## config.mk

```make
export PLATFORM = sky130hd
export DESIGN_NAME = fifo_spram_ctrl
export DESIGN_NICKNAME = d
export VERILOG_FILES = /design/src/rtl/fifo_spram_pkg.sv /design/src/rtl/fifo_prefetch_buf.sv /design/src/rtl/fifo_spram_ctrl.sv
export SDC_FILE = /design/constraint.sdc
export NUM_CORES = 1
export LEC_CHECK = 0
export CAP_MARGIN = 0
export CORE_AREA = 2 2 87 68
export DETAILED_ROUTE_END_ITERATION = 16
export DIE_AREA = 0 0 89 70
export DONT_BUFFER_PORTS = 1
export GPL_ROUTABILITY_DRIVEN = 0
export HOLD_SLACK_MARGIN = 0.1
export SYNTH_ARGS = -nofsm -noshare
export SYNTH_HDL_FRONTEND = slang
export SYNTH_SLANG_ARGS = --single-unit
```

## constraint.sdc

```tcl
create_clock -name clk -period 3.6 [get_ports clk]
set_input_delay 0 -clock clk [delete_from_list [all_inputs] [get_ports clk]]
set_output_delay 0 -clock clk [all_outputs]
set_load 0.02 [all_outputs]
```

## src/rtl/fifo_spram_pkg.sv

```systemverilog
// fifo_spram_pkg: shared constants for the single-port FIFO controller.
// Bank read latency and the prefetch sizing rule derived from it.
package fifo_spram_pkg;

   localparam int BANK_RD_LAT  = 2;
   localparam int PREFETCH_MIN = 3;

   // Prefetch must absorb every read in flight plus the word being shown.
   function automatic bit prefetch_ok(input int pf);
      return (pf >= BANK_RD_LAT + 1) && (pf >= PREFETCH_MIN);
   endfunction

endpackage

```

## src/rtl/fifo_prefetch_buf.sv

```systemverilog
// fifo_prefetch_buf: small register FIFO holding words already read
// from the bank, so the head is visible with zero latency.
module fifo_prefetch_buf
   import fifo_spram_pkg::*;
#(
   parameter int DATA_WIDTH = 8,
   parameter int DEPTH      = PREFETCH_MIN,
   parameter int CNT_WIDTH  = $clog2(DEPTH + 1)
) (
   input  logic                  clk,
   input  logic                  rst_n,
   input  logic                  push,
   input  logic [DATA_WIDTH-1:0] push_data,
   input  logic                  pop,
   output logic [DATA_WIDTH-1:0] head,
   output logic [CNT_WIDTH-1:0]  count
);

   localparam int PW = (DEPTH > 1) ? $clog2(DEPTH) : 1;

   logic [DATA_WIDTH-1:0] mem [DEPTH];
   logic [PW-1:0]         wr_ptr;
   logic [PW-1:0]         rd_ptr;

   assign head = mem[rd_ptr];

   // Storage, wrapping pointers and occupancy count.
   always_ff @(posedge clk or negedge rst_n) begin
      if (!rst_n) begin
         for (int i = 0; i < DEPTH; i++) mem[i] <= '0;
         wr_ptr <= '0;
         rd_ptr <= '0;
         count  <= '0;
      end else begin
         if (push) begin
            mem[wr_ptr] <= push_data;
            wr_ptr <= (wr_ptr == PW'(DEPTH - 1)) ? '0 : wr_ptr + 1'b1;
         end
         if (pop) begin
            rd_ptr <= (rd_ptr == PW'(DEPTH - 1)) ? '0 : rd_ptr + 1'b1;
         end
         case ({push, pop})
            2'b10:   count <= count + 1'b1;
            2'b01:   count <= count - 1'b1;
            default: count <= count;
         endcase
      end
   end

endmodule

```

## src/rtl/fifo_spram_ctrl.sv

```systemverilog
// fifo_spram_ctrl: valid/ready FIFO around one single-port bank, owning
// pointers, the deferred-write busy slot and prefetch read credits.
module fifo_spram_ctrl
   import fifo_spram_pkg::*;
#(
   parameter int DATA_WIDTH = 8,
   parameter int FIFO_DEPTH = 16,
   parameter int ADDR_WIDTH = $clog2(FIFO_DEPTH),
   parameter int PREFETCH   = PREFETCH_MIN,
   parameter int LVL_WIDTH  = $clog2(FIFO_DEPTH + PREFETCH + 1)
) (
   input  logic                  clk,
   input  logic                  rst_n,
   input  logic                  in_valid,
   input  logic [DATA_WIDTH-1:0] in_data,
   output logic                  in_ready,
   output logic                  out_valid,
   output logic [DATA_WIDTH-1:0] out_data,
   input  logic                  out_ready,
   output logic [LVL_WIDTH-1:0]  level,
   output logic                  bank_wen,
   output logic [ADDR_WIDTH-1:0] bank_waddr,
   output logic [DATA_WIDTH-1:0] bank_wdata,
   output logic                  bank_ren,
   output logic [ADDR_WIDTH-1:0] bank_raddr,
   input  logic [DATA_WIDTH-1:0] bank_rdata
);

   localparam int CNT_W = $clog2(FIFO_DEPTH + 1);
   localparam int PF_W  = $clog2(PREFETCH + 1);

   logic [ADDR_WIDTH-1:0] wptr;
   logic [ADDR_WIDTH-1:0] rptr;
   logic [CNT_W-1:0]      ram_cnt;
   logic                  busy;
   logic [1:0]            rd_pipe;
   logic [PF_W-1:0]       pf_cnt;
   logic [PF_W:0]         credit;
   logic                  pop;

   if (!prefetch_ok(PREFETCH)) begin : g_bad_prefetch
      $error("fifo_spram_ctrl: PREFETCH must exceed the bank read latency");
   end

   // Bank command issue; nothing is issued in the slot after a wen+ren pair.
   always_comb begin
      credit     = {1'b0, pf_cnt}
                 + (PF_W + 1)'(rd_pipe[0])
                 + (PF_W + 1)'(rd_pipe[1]);
      in_ready   = rst_n && !busy && (ram_cnt < CNT_W'(FIFO_DEPTH));
      bank_wen   = in_valid && in_ready;
      bank_waddr = wptr;
      bank_wdata = bank_wen ? in_data : '0;
      bank_ren   = rst_n && !busy && (ram_cnt != '0)
                && (credit < (PF_W + 1)'(PREFETCH));
      bank_raddr = rptr;
      out_valid  = (pf_cnt != '0);
      pop        = out_valid && out_ready;
   end

   // Pointers, bank occupancy, busy slot and read-return shift register.
   always_ff @(posedge clk or negedge rst_n) begin
      if (!rst_n) begin
         wptr    <= '0;
         rptr    <= '0;
         ram_cnt <= '0;
         busy    <= 1'b0;
         rd_pipe <= '0;
      end else begin
         busy    <= bank_wen && bank_ren;
         rd_pipe <= {rd_pipe[0], bank_ren};
         if (bank_wen) begin
            wptr <= (wptr == ADDR_WIDTH'(FIFO_DEPTH - 1)) ? '0 : wptr + 1'b1;
         end
         if (bank_ren) begin
            rptr <= (rptr == ADDR_WIDTH'(FIFO_DEPTH - 1)) ? '0 : rptr + 1'b1;
         end
         case ({bank_wen, bank_ren})
            2'b10:   ram_cnt <= ram_cnt + 1'b1;
            2'b01:   ram_cnt <= ram_cnt - 1'b1;
            default: ram_cnt <= ram_cnt;
         endcase
      end
   end

   // Words accepted and not yet popped, across bank and prefetch.
   always_ff @(posedge clk or negedge rst_n) begin
      if (!rst_n) begin
         level <= '0;
      end else begin
         case ({bank_wen, pop})
            2'b10:   level <= level + 1'b1;
            2'b01:   level <= level - 1'b1;
            default: level <= level;
         endcase
      end
   end

   fifo_prefetch_buf #(
      .DATA_WIDTH (DATA_WIDTH),
      .DEPTH      (PREFETCH),
      .CNT_WIDTH  (PF_W)
   ) u_pf (
      .clk       (clk),
      .rst_n     (rst_n),
      .push      (rd_pipe[1]),
      .push_data (bank_rdata),
      .pop       (pop),
      .head      (out_data),
      .count     (pf_cnt)
   );

endmodule

```

==> impl_metrics.yaml <==
pwr:
  power_density_mw_per_mm2: 1040
  power_leakage_nw: 1.26
  ir_drop_mv: 0.553
  finalPower_mw: 3.00
worst_setup_path:
  slowest_stage: "dfrtp_1"
  path_class: "reg -> reg"
  regToRegSetupSlack_ns: 0.26
  slowest_delay_ns: 0.45
  cp-start-kind: "flop"
  cp.required_ns: 3.79
  path_cells: "fa_1, ha_1, and2_2, a2111oi_4, ha_1, inv_1, fa_1, nor2b_1, o31ai_1, o41ai_1"
  cp_num_buf_inv: 1
  cp_max_fo: 6
  cpLargestDelayFamily: "adder cells"
  end_kind: "flop"
  arrival_ns: 3.53
timing:
  skew_ns: 0.00443
  timing.final.crit_share_pct: 92.8
  max_slew_margin_pct: 45.7
  layout_setup_ws_ns: 0.261
  hold_viol: 0
  finalSetupTns_ns: 0
  setup_violations: 0
  worst_pin_slew_ns: 0.810
  min_period_ns: 3.34
  fmax_mhz: 299
  rsz0062_at_grt: "false"
  final-max-slew-violation-count: 0
run_status:
  outcome: "finished clean"
finish:
  multi_input_area_mm2: 0.00126
  nNetsFinal: 264
  fin_util_pct: 52.2
  layout-drive-gt1-share_pct: 20.1
  final_cell_area_mm2: 0.00288
  fillers: 491
  area_growth_syn_to_layout_pct: 11.0
  n_antenna_cell: 0
  seq_area_mm2: 0.00128
drt:
  drc: 0
  ant_nets: 0
  wl_per_cell_um: 16.0
  drtPass1Iterations: 4
  vias_per_cell: 5.38
  drtIter0Drc: 100
  vias: 1651
  wl_mm: 4.92
clock_tree:
  cts_buffers: 5
  root_buffer: "clkbuf_8"
  clockBufferDepth: 2
  cts.sinks: 51
  cts_tree: "built"
  post_cts_resized: 0
  h-tree-depth: 2
  cts.reportedPaths.clkPinSlew_ns: 0.09
  clock_latency_ns: 0.29
global_route:
  antenna_found_initial: 0
  grt_pass1_wl_mm: 8.02
  grt_max_degree: 52
  grt_remaining_overflow: 0
  grt_pass1_vias: 1700
  grtUsageTotal_pct: 16.7
synth:
  avgSynthCellArea_um2: 12.0
  yosysMostFrequentCell: "dfrtp_1"
  synthTopCellsByArea: "dfrtp_1 49%, mux2_2 13%, ha_1 6.3%"
  yosys-top-cells-count: "51 x dfrtp_1, 31 x mux2_2, 16 x nand2_1"
  ys_types: 42
  ys.warnings.count: 0
  netlist.top_cell.by_area: "dfrtp_1"
  yosysSeqAreaShare_pct: 49.1
  async_flop_share_pct: 100
  synth_top_flop_cell: "dfrtp_1"
  synth_nets: 252
  synthesis.area_mm2: 0.00260
  synth-seq-cells: 51
  synth_edf_count: 0
  synth_top_area_share_pct: 49.1
  syn_inst: 216
min_path:
  hp-class: "in -> reg"
job:
  cap_viol_max_count: 0
floorplanning:
  fp.coreArea_mm2: 0.00553
  rows: 24
  io_pins: 53
  die_h_um: 70
  die_w_um: 89
  start_util_pct: 47.0
  die-area_mm2: 0.00623
place:
  preCtsSetupSlack_ns: 0.240
  hpwl_mm: 3.54
  placed_area_mm2: 0.00268
  portBuffers: 0
-- report_power, final --
| part | total, mW | internal, mW | switching, mW |
|---|---|---|---|
| clock | 0.312 | 0.137 | 0.175 |
| combinational | 1.46 | 0.699 | 0.761 |
| sequential | 1.23 | 0.868 | 0.361 |
-- sequential cells by signal, summed over array words and instances (netlist names) --
signal       flops
busy             1
u_pf.rd_ptr      2
u_pf.wr_ptr      2
rd_pipe          2
ram_cnt          5
u_pf.count       2
bank_waddr       4
bank_raddr       4
u_pf.mem        24
level            5
-- through the flow --
| stage | cells | hold WS [ns] |
|---|---|---|
| final | 307 | 0.141 |
| after global routing | 307 | 0.158 |
| after CTS | 307 | 0.141 |
| after detailed placement | 288 | -0.294 |
| after global placement | 288 | -0.294 |
| after floorplan | 216 | -0.296 |
-- logic make-up (layout without fill, tap and decap cells) --
logic type      Yosys count  in the layout  share of synthesized area (%)
compound gates           34             34                           8.96
xor+xnor                 12             12                           4.04
fa+ha+maj                16             16                           8.57
buf+inv                  15             28                           2.26
flops                    51             51                           49.1
mux                      40             40                           16.9
simple gates             48             48                           10.2
-- final cells by class --
cell class | instances | area share (%)
sequential | 51 | 44.3
multi-input combinational | 150 | 43.8
timing repair buffer | 12 | 4.69
tap | 78 | 3.38
clock buffer | 7 | 2.65
inverter | 8 | 1.04
clock inverter | 1 | 0.174
-- worst reg2reg max path, cell delays in order, from the launching register on --
cell,delay (ns)
dfrtp_1,0.45
fa_1,0.41
ha_1,0.27
and2_2,0.18
a2111oi_4,0.34
ha_1,0.32
inv_1,0.14
fa_1,0.43
nor2b_1,0.25
o31ai_1,0.11
o41ai_1,0.33
-- final timing paths --
path                                from             to  cells past startpoint
setup / recovery           u_pf.count[0]     ram_cnt[4]                     10
hold / removal                     rst_n     rd_pipe[0]                      3
min in group asynchronous          rst_n     ram_cnt[1]                      2
setup reg to reg           u_pf.count[0]     ram_cnt[4]                     10
max in group asynchronous          rst_n  bank_waddr[0]                      2
hold reg to reg               rd_pipe[0]     rd_pipe[1]                      0
-- placed cells by master (no fill, tap or decap), drive strengths merged, types with 2 or more instances in the layout --
| cell | instances |
|---|---|
| mux2 | 31 |
| nor2 | 4 |
| a21oi | 5 |
| o21ai | 14 |
| mux2i | 9 |
| dlygate4sd3 | 10 |
| inv | 8 |
| dfrtp | 51 |
| a21o | 5 |
| a41oi | 2 |
| xor2 | 4 |
| ha | 13 |
| clkbuf | 7 |
| nand2 | 16 |
| nor2b | 2 |
| xnor2 | 8 |
| fa | 3 |
| nand3 | 2 |
| buf | 2 |
| or2 | 2 |
| and2 | 9 |
| nor3 | 2 |
| and3 | 3 |
-- routing by layer --
metal / wire [um] / GRT usage [%] / vias to the layer above
met5: 0 / 0 / -
met4: 29 / 2.99 / 0
met3: 265 / 6.26 / 5
met2: 2380 / 26.0 / 35
li1: - / - / 784
met1: 2240 / 22.7 / 827
-- what timing repair did --
| action | in CTS | in global routing |
|---|---|---|
| endpoints found under the hold margin | 77 | 0 |
| hold buffers | 11 | 0 |
| buffers inserted | 0 | 0 |
Note: power is estimated with default switching activity, not from simulation.
